===== src/rtl/mem_arb_pkg.sv =====
// Shared types and constants for the two-master memory bus arbiter.
// Latency: n/a (type definitions only).
// Backpressure: n/a.
package mem_arb_pkg;

  localparam int ADDR_W = 19;
  localparam int DATA_W = 16;
  localparam int WD_W   = 10;

  typedef enum logic [1:0] {
    IDLE        = 2'd0,
    SERVE_INSTR = 2'd1,
    SERVE_DATA  = 2'd2
  } arb_state_t;

  typedef enum logic {
    INSTR = 1'b0,
    DATA  = 1'b1
  } req_id_t;

  // Read data returned when the watchdog forces completion of a dead cycle.
  localparam logic [DATA_W-1:0] OPEN_BUS_DATA = 16'hFFFF;

  // Request fields presented on the shared bus by whichever master owns it.
  typedef struct packed {
    logic [ADDR_W-1:0] addr;
    logic [DATA_W-1:0] wdata;
    logic              wr_en;
    logic [1:0]        bytesel;
  } bus_req_t;

endpackage


===== src/rtl/ack_watchdog.sv =====
// Counts cycles a bus grant has waited for completion and flags expiry.
// Latency: expired is combinational on the cycle the count reaches TIMEOUT-1.
// Backpressure: none; the owner decides what to do with expired.
// Ports: clk, reset_n (async active-low); clear holds the count at zero;
//        enable advances the count and qualifies expired; expired out.
module ack_watchdog #(
  parameter int TIMEOUT = 1023
) (
  input  logic clk,
  input  logic reset_n,
  input  logic clear,
  input  logic enable,
  output logic expired
);
  import mem_arb_pkg::*;

  // TIMEOUT = 0 wraps LIMIT to all-ones but expiry is masked off below.
  localparam logic [WD_W-1:0] LIMIT = WD_W'(TIMEOUT - 1);

  logic [WD_W-1:0] count;

  always_ff @(posedge clk or negedge reset_n) begin
    if (!reset_n) begin
      count <= '0;
    end else if (clear) begin
      count <= '0;
    end else if (enable) begin
      count <= count + 1'b1;
    end
  end

  // Count is 0 on the first granted cycle, so expiry lands on cycle TIMEOUT.
  assign expired = (TIMEOUT != 0) && enable && (count == LIMIT);

endmodule


===== src/rtl/mem_bus_arbiter.sv =====
// Round-robin arbiter sharing one memory bus between prefetch and load/store.
// Latency: grant 1 cycle after request on a free bus; ack/data pass through same cycle.
// Backpressure: requesters hold access until ack; losers wait, no preemption.
// Ports: clk, reset_n; instr_m_* prefetch master (read only); data_m_* load/store
//        master; q_m_* shared bus towards memory; timeout pulses on forced ack.
module mem_bus_arbiter #(
  parameter int ACK_TIMEOUT = 1023
) (
  input  logic        clk,
  input  logic        reset_n,
  input  logic [18:0] instr_m_addr,
  input  logic        instr_m_access,
  output logic        instr_m_ack,
  output logic [15:0] instr_m_data_in,
  input  logic [18:0] data_m_addr,
  input  logic [15:0] data_m_data_out,
  input  logic        data_m_access,
  input  logic        data_m_wr_en,
  input  logic [1:0]  data_m_bytesel,
  output logic        data_m_ack,
  output logic [15:0] data_m_data_in,
  output logic [18:0] q_m_addr,
  output logic [15:0] q_m_data_out,
  output logic        q_m_access,
  output logic        q_m_wr_en,
  output logic [1:0]  q_m_bytesel,
  input  logic        q_m_ack,
  input  logic [15:0] q_m_data_in,
  output logic        timeout
);
  import mem_arb_pkg::*;

  arb_state_t  state;
  req_id_t     last_served;

  bus_req_t    instr_req;
  bus_req_t    data_req;
  bus_req_t    grant_req;
  logic        grant_access;
  logic        serving;
  logic        real_ack;
  logic        forced_ack;
  logic        done;
  logic [15:0] resp_data;
  logic        wd_expired;

  // Prefetch is always a full-word read.
  assign instr_req = '{addr: instr_m_addr, wdata: '0, wr_en: 1'b0, bytesel: 2'b11};
  assign data_req  = '{addr: data_m_addr, wdata: data_m_data_out,
                       wr_en: data_m_wr_en, bytesel: data_m_bytesel};

  always_comb begin
    grant_req    = '0;
    grant_access = 1'b0;
    case (state)
      SERVE_INSTR: begin
        grant_req    = instr_req;
        grant_access = instr_m_access;
      end
      SERVE_DATA: begin
        grant_req    = data_req;
        grant_access = data_m_access;
      end
      default: begin
        grant_req    = '0;
        grant_access = 1'b0;
      end
    endcase
  end

  assign serving = (state != IDLE);

  // A withdrawn request is an abort: any ack or expiry that cycle is dropped.
  // A real ack beats a coincident watchdog expiry.
  assign real_ack   = grant_access & q_m_ack;
  assign forced_ack = grant_access & ~q_m_ack & wd_expired;
  assign done       = real_ack | forced_ack;
  assign resp_data  = forced_ack ? OPEN_BUS_DATA : q_m_data_in;

  assign q_m_addr     = grant_req.addr;
  assign q_m_data_out = grant_req.wdata;
  assign q_m_wr_en    = grant_req.wr_en;
  assign q_m_bytesel  = grant_req.bytesel;
  assign q_m_access   = grant_access;

  assign instr_m_ack     = (state == SERVE_INSTR) & done;
  assign instr_m_data_in = (state == SERVE_INSTR) ? resp_data : '0;
  assign data_m_ack      = (state == SERVE_DATA) & done;
  assign data_m_data_in  = (state == SERVE_DATA) ? resp_data : '0;
  assign timeout         = forced_ack;

  ack_watchdog #(.TIMEOUT(ACK_TIMEOUT)) u_watchdog (
    .clk     (clk),
    .reset_n (reset_n),
    .clear   (~serving),
    .enable  (serving & ~q_m_ack),
    .expired (wd_expired)
  );

  always_ff @(posedge clk or negedge reset_n) begin
    if (!reset_n) begin
      state       <= IDLE;
      last_served <= INSTR;
    end else begin
      case (state)
        IDLE: begin
          if (instr_m_access && data_m_access) begin
            state <= (last_served == INSTR) ? SERVE_DATA : SERVE_INSTR;
          end else if (data_m_access) begin
            state <= SERVE_DATA;
          end else if (instr_m_access) begin
            state <= SERVE_INSTR;
          end
        end
        SERVE_INSTR, SERVE_DATA: begin
          if (!grant_access) begin
            state <= IDLE;
          end else if (done) begin
            state       <= IDLE;
            last_served <= (state == SERVE_DATA) ? DATA : INSTR;
          end
        end
        default: state <= IDLE;
      endcase
    end
  end

endmodule

===== config.mk =====
export PLATFORM = sky130hd
export DESIGN_NAME = mem_bus_arbiter
export DESIGN_NICKNAME = d
export VERILOG_FILES = /design/src/rtl/mem_arb_pkg.sv /design/src/rtl/ack_watchdog.sv /design/src/rtl/mem_bus_arbiter.sv
export SDC_FILE = /design/constraint.sdc
export NUM_CORES = 1
export LEC_CHECK = 0
export ABC_AREA = 1
export CAP_MARGIN = 20
export CORE_MARGIN = 2
export CORE_UTILIZATION = 40
export DETAILED_ROUTE_END_ITERATION = 7
export DONT_BUFFER_PORTS = 1
export SKIP_CTS_REPAIR_TIMING = 1
export SLEW_MARGIN = 20
export SYNTH_ARGS = -nofsm -noshare
export SYNTH_HDL_FRONTEND = slang
export SYNTH_SLANG_ARGS = --single-unit

===== constraint.sdc =====
create_clock -name clk -period 2.38 [get_ports clk]
set_clock_uncertainty 0.1 [all_clocks]
set_input_delay 0.238 -clock clk [delete_from_list [all_inputs] [get_ports clk]]
set_output_delay 0.238 -clock clk [all_outputs]
set_load 0.02 [all_outputs]

==> impl_metrics.toml <==
[status]
status = "complete, no violations"

[pwr]
p_sw_share_pct = 56.81
power_frac_comb_pct = 79.3
powerDensity_nw_per_um2 = 1098
power.share.clock_pct = 8.6
vdd_drop_max_mv = 0.6620
leakage_nw = 1.207
switchingPower_mw = 1.347
internal_power_mw = 1.024
seq_power_share_pct = 12.2

[die]
io_pins = 152
initial_core_util_pct = 41.53
die_x_um = 65.42
core_area_um2 = 3633
die-area_um2 = 4280
die_h_um = 65.42
rows = 22

[yosys]
yosys_warnings = 0
synth.avg_cell_area_um2 = 5.609
synth-seq-cells = 13
synth-edff-count = 0
yosysTopAreaCell = "dfrtp_1"
async_reset_ff_share_pct = 100.0
ys_top_cells_by_count = "84 x nand2_1, 59 x a21oi_1, 52 x inv_1"
syn-num-nets = 353
netlist_area_um2 = 1509
synth_top_area_share_pct = 21.56
ys.flop_type = "dfrtp_1"
ys_types = 24
synth.yosys.seq_area_share_pct = 21.56
synth.most_common_cell = "nand2_1"
syn-instance-count = 269
yosys-top-cells-area = "dfrtp_1 22%, nand2_1 21%, a21oi_1 20%"

[grt]
grt_start_max_net_pins = 39
gr-total-overflow = 0
antenna_found_initial = 0
grt_pass1_vias = 1645
grt_pass1_wl_um = 7383
groute.usage.overall_pct = 21.94

[layout]
drive_above_1_share_pct = 27.88
register_area_um2 = 325.3
antenna_cells = 0
finalNetCount = 415
fin_util_pct = 59.44
n_fill_cell = 363
area_growth_pct = 43.12
fin_cells = 378
multi_input_area_um2 = 1002

[critical_path]
rrSetupSlack_ns = 0.57
timing.rr.start = "state[0]"
cp_max_fo = 8
r2r_cells = 10
crit_required_ns = 2.04
critPathMaxStageDelay_ns = 0.40
endpoint_kind = "output port"
slowest_stage = "dfrtp_1"
worstSetupPathType = "reg -> out"
startpoint_type = "flop"
timing.rr.end = "state[1]"
cp_cell_sequence = "inv_2, ha_1, inv_1, nand2_2, nor2_4, nand4_2, a21oi_1, buf_4"
cp_data_arrival_time_ns = 1.99

[routing]
wl_per_cell_um = 14.57
antenna_left = 0
route.detailed.drc = 0
wl_um = 5509
vias = 1993
drt_first_pass_iters = 4
viasPerCell = 5.272
initialDrtViolationCount = 80

[timing]
slew-limit-headroom_pct = 58.40
finalHoldViolations = 0
fin_ws_ns = 0.05003
fin_crit_sh_pct = 97.90
rsz0062_at_grt = "true"
drv_slew = 0
fmax_mhz = 429.2
tightest_slew_ns = 0.6220
period_needed_ns = 2.330
setup_violations = 0

[worst_hold_path]
min_path_cells = 2
hp-start = "q_m_ack"
hold_path_class = "in -> reg"
min_to = "u_watchdog.count[1]"

[place]
placedCellCount = 364
port_buffers = 0
hpwl_um = 4075
gp_congestion = 0.8269
dp_worst_setup_slack_ns = 0.1420

[clock_network]
worstSkewPairLatency_ns = 0.24
htreeDepth = 1
clkTransAtPathRegs_ns = 0.06
cts_root_buf = "clkbuf_8"
cts_inserted_buffers = 3
clock_path_buffers = 2
cts_sinks = 13
cts_tree = "done"

[flow_run]
maxCapViolCount = 0
[worst max-delay path, delay by kind of cell (launching register included)]
kind	cells	cell delay [ns]
AO/OA/AOI/OAI	1	0.23
AND/OR/NAND/NOR	3	0.59
flip-flops	1	0.40
buffers and inverters	3	0.33
adder cells (fa/ha/maj)	1	0.21
[routing by layer]
metal	share of wire, %	track usage [%]	up-vias	wire (um)
li1	-	-	972	-
met1	37	23.33	921	2061
met2	52	40.43	86	2885
met3	8.3	6.507	14	458
met4	1.9	8.333	0	104
met5	0	0	-	0
[layout make-up]
class	count	share of cell area, %
multi-input combinational	190	46.41
clock buffer	4	2.086
tap	48	2.781
sequential	13	15.06
inverter	55	9.560
timing repair buffer	68	24.10
[power groups by stage]
| stage | clock (mW) | sequential, mW | combinational (mW) |
|---|---|---|---|
| 3_5_place_dp | 0 | 0.294 | 1.77 |
| 3_3_place_gp | 0 | 0.290 | 1.76 |
| 6_report | 0.203 | 0.289 | 1.88 |
| 4_1_cts | 0.201 | 0.289 | 1.78 |
| 5_1_grt | 0.216 | 0.293 | 2.05 |
| 2_1_floorplan | 0 | 0.286 | 1.18 |
[metrics by stage]
stage | power [mW] | cell area (um^2) | hold slack, ns | TNS [ns]
after global placement | 2.054 | 1949 | -0.1572 | 0
final | 2.371 | 2160 | 0.06043 | 0
after CTS | 2.267 | 1994 | -0.4167 | -1.815
after global routing | 2.558 | 2160 | 0.06943 | -0.6581
after floorplan | 1.461 | 1509 | -0.1576 | 0
after detailed placement | 2.067 | 1949 | -0.1573 | 0
[flip-flops by register name, indices dropped and copies added, names as in the netlist]
name and flops:
last_served 1, state 2, u_watchdog.count 10
[kinds of logic after synthesis]
group / share of synthesized area, %
AOI/OAI and AO/OA: 25.37
adders and majority gates: 4.975
buffers and inverters: 18.82
DFF: 21.56
and+or+nand+nor: 29.27
[how the worst max path moves through the flow]
stage	from	endpoint	slack (ns)	cells after the start
after floorplan	state[0]	data_m_data_in[0]	0.34	7
after detailed placement	state[0]	instr_m_data_in[15]	0.14	8
after CTS	state[0]	instr_m_data_in[15]	-0.14	8
after global placement	state[0]	instr_m_data_in[15]	0.17	8
final	state[0]	instr_m_data_in[8]	0.05	8
after global routing	state[1]	data_m_data_in[8]	-0.06	8
[cells in the final DEF (no fill, tap or decap)]
cell           count
nand2_1           84
buf_4             65
inv_1             51
a21oi_1           51
dfrtp_1           13
nor2_1             9
o21ai_0            9
a21oi_2            8
nand3_1            6
ha_1               4
nand4_4            3
clkbuf_8           3
inv_2              2
nand4_1            2
nor2_2             2
clkinv_1           2
ha_2               2
buf_6              2
a21oi_4            1
nor3_1             1
nand2_2            1
nor2_4             1
a31oi_1            1
or3_1              1
o21ai_1            1
a31o_2             1
o22ai_1            1
clkbuf_1           1
nand4_2            1
dlygate4sd3_1      1
Power figures use the tool's default switching activity.
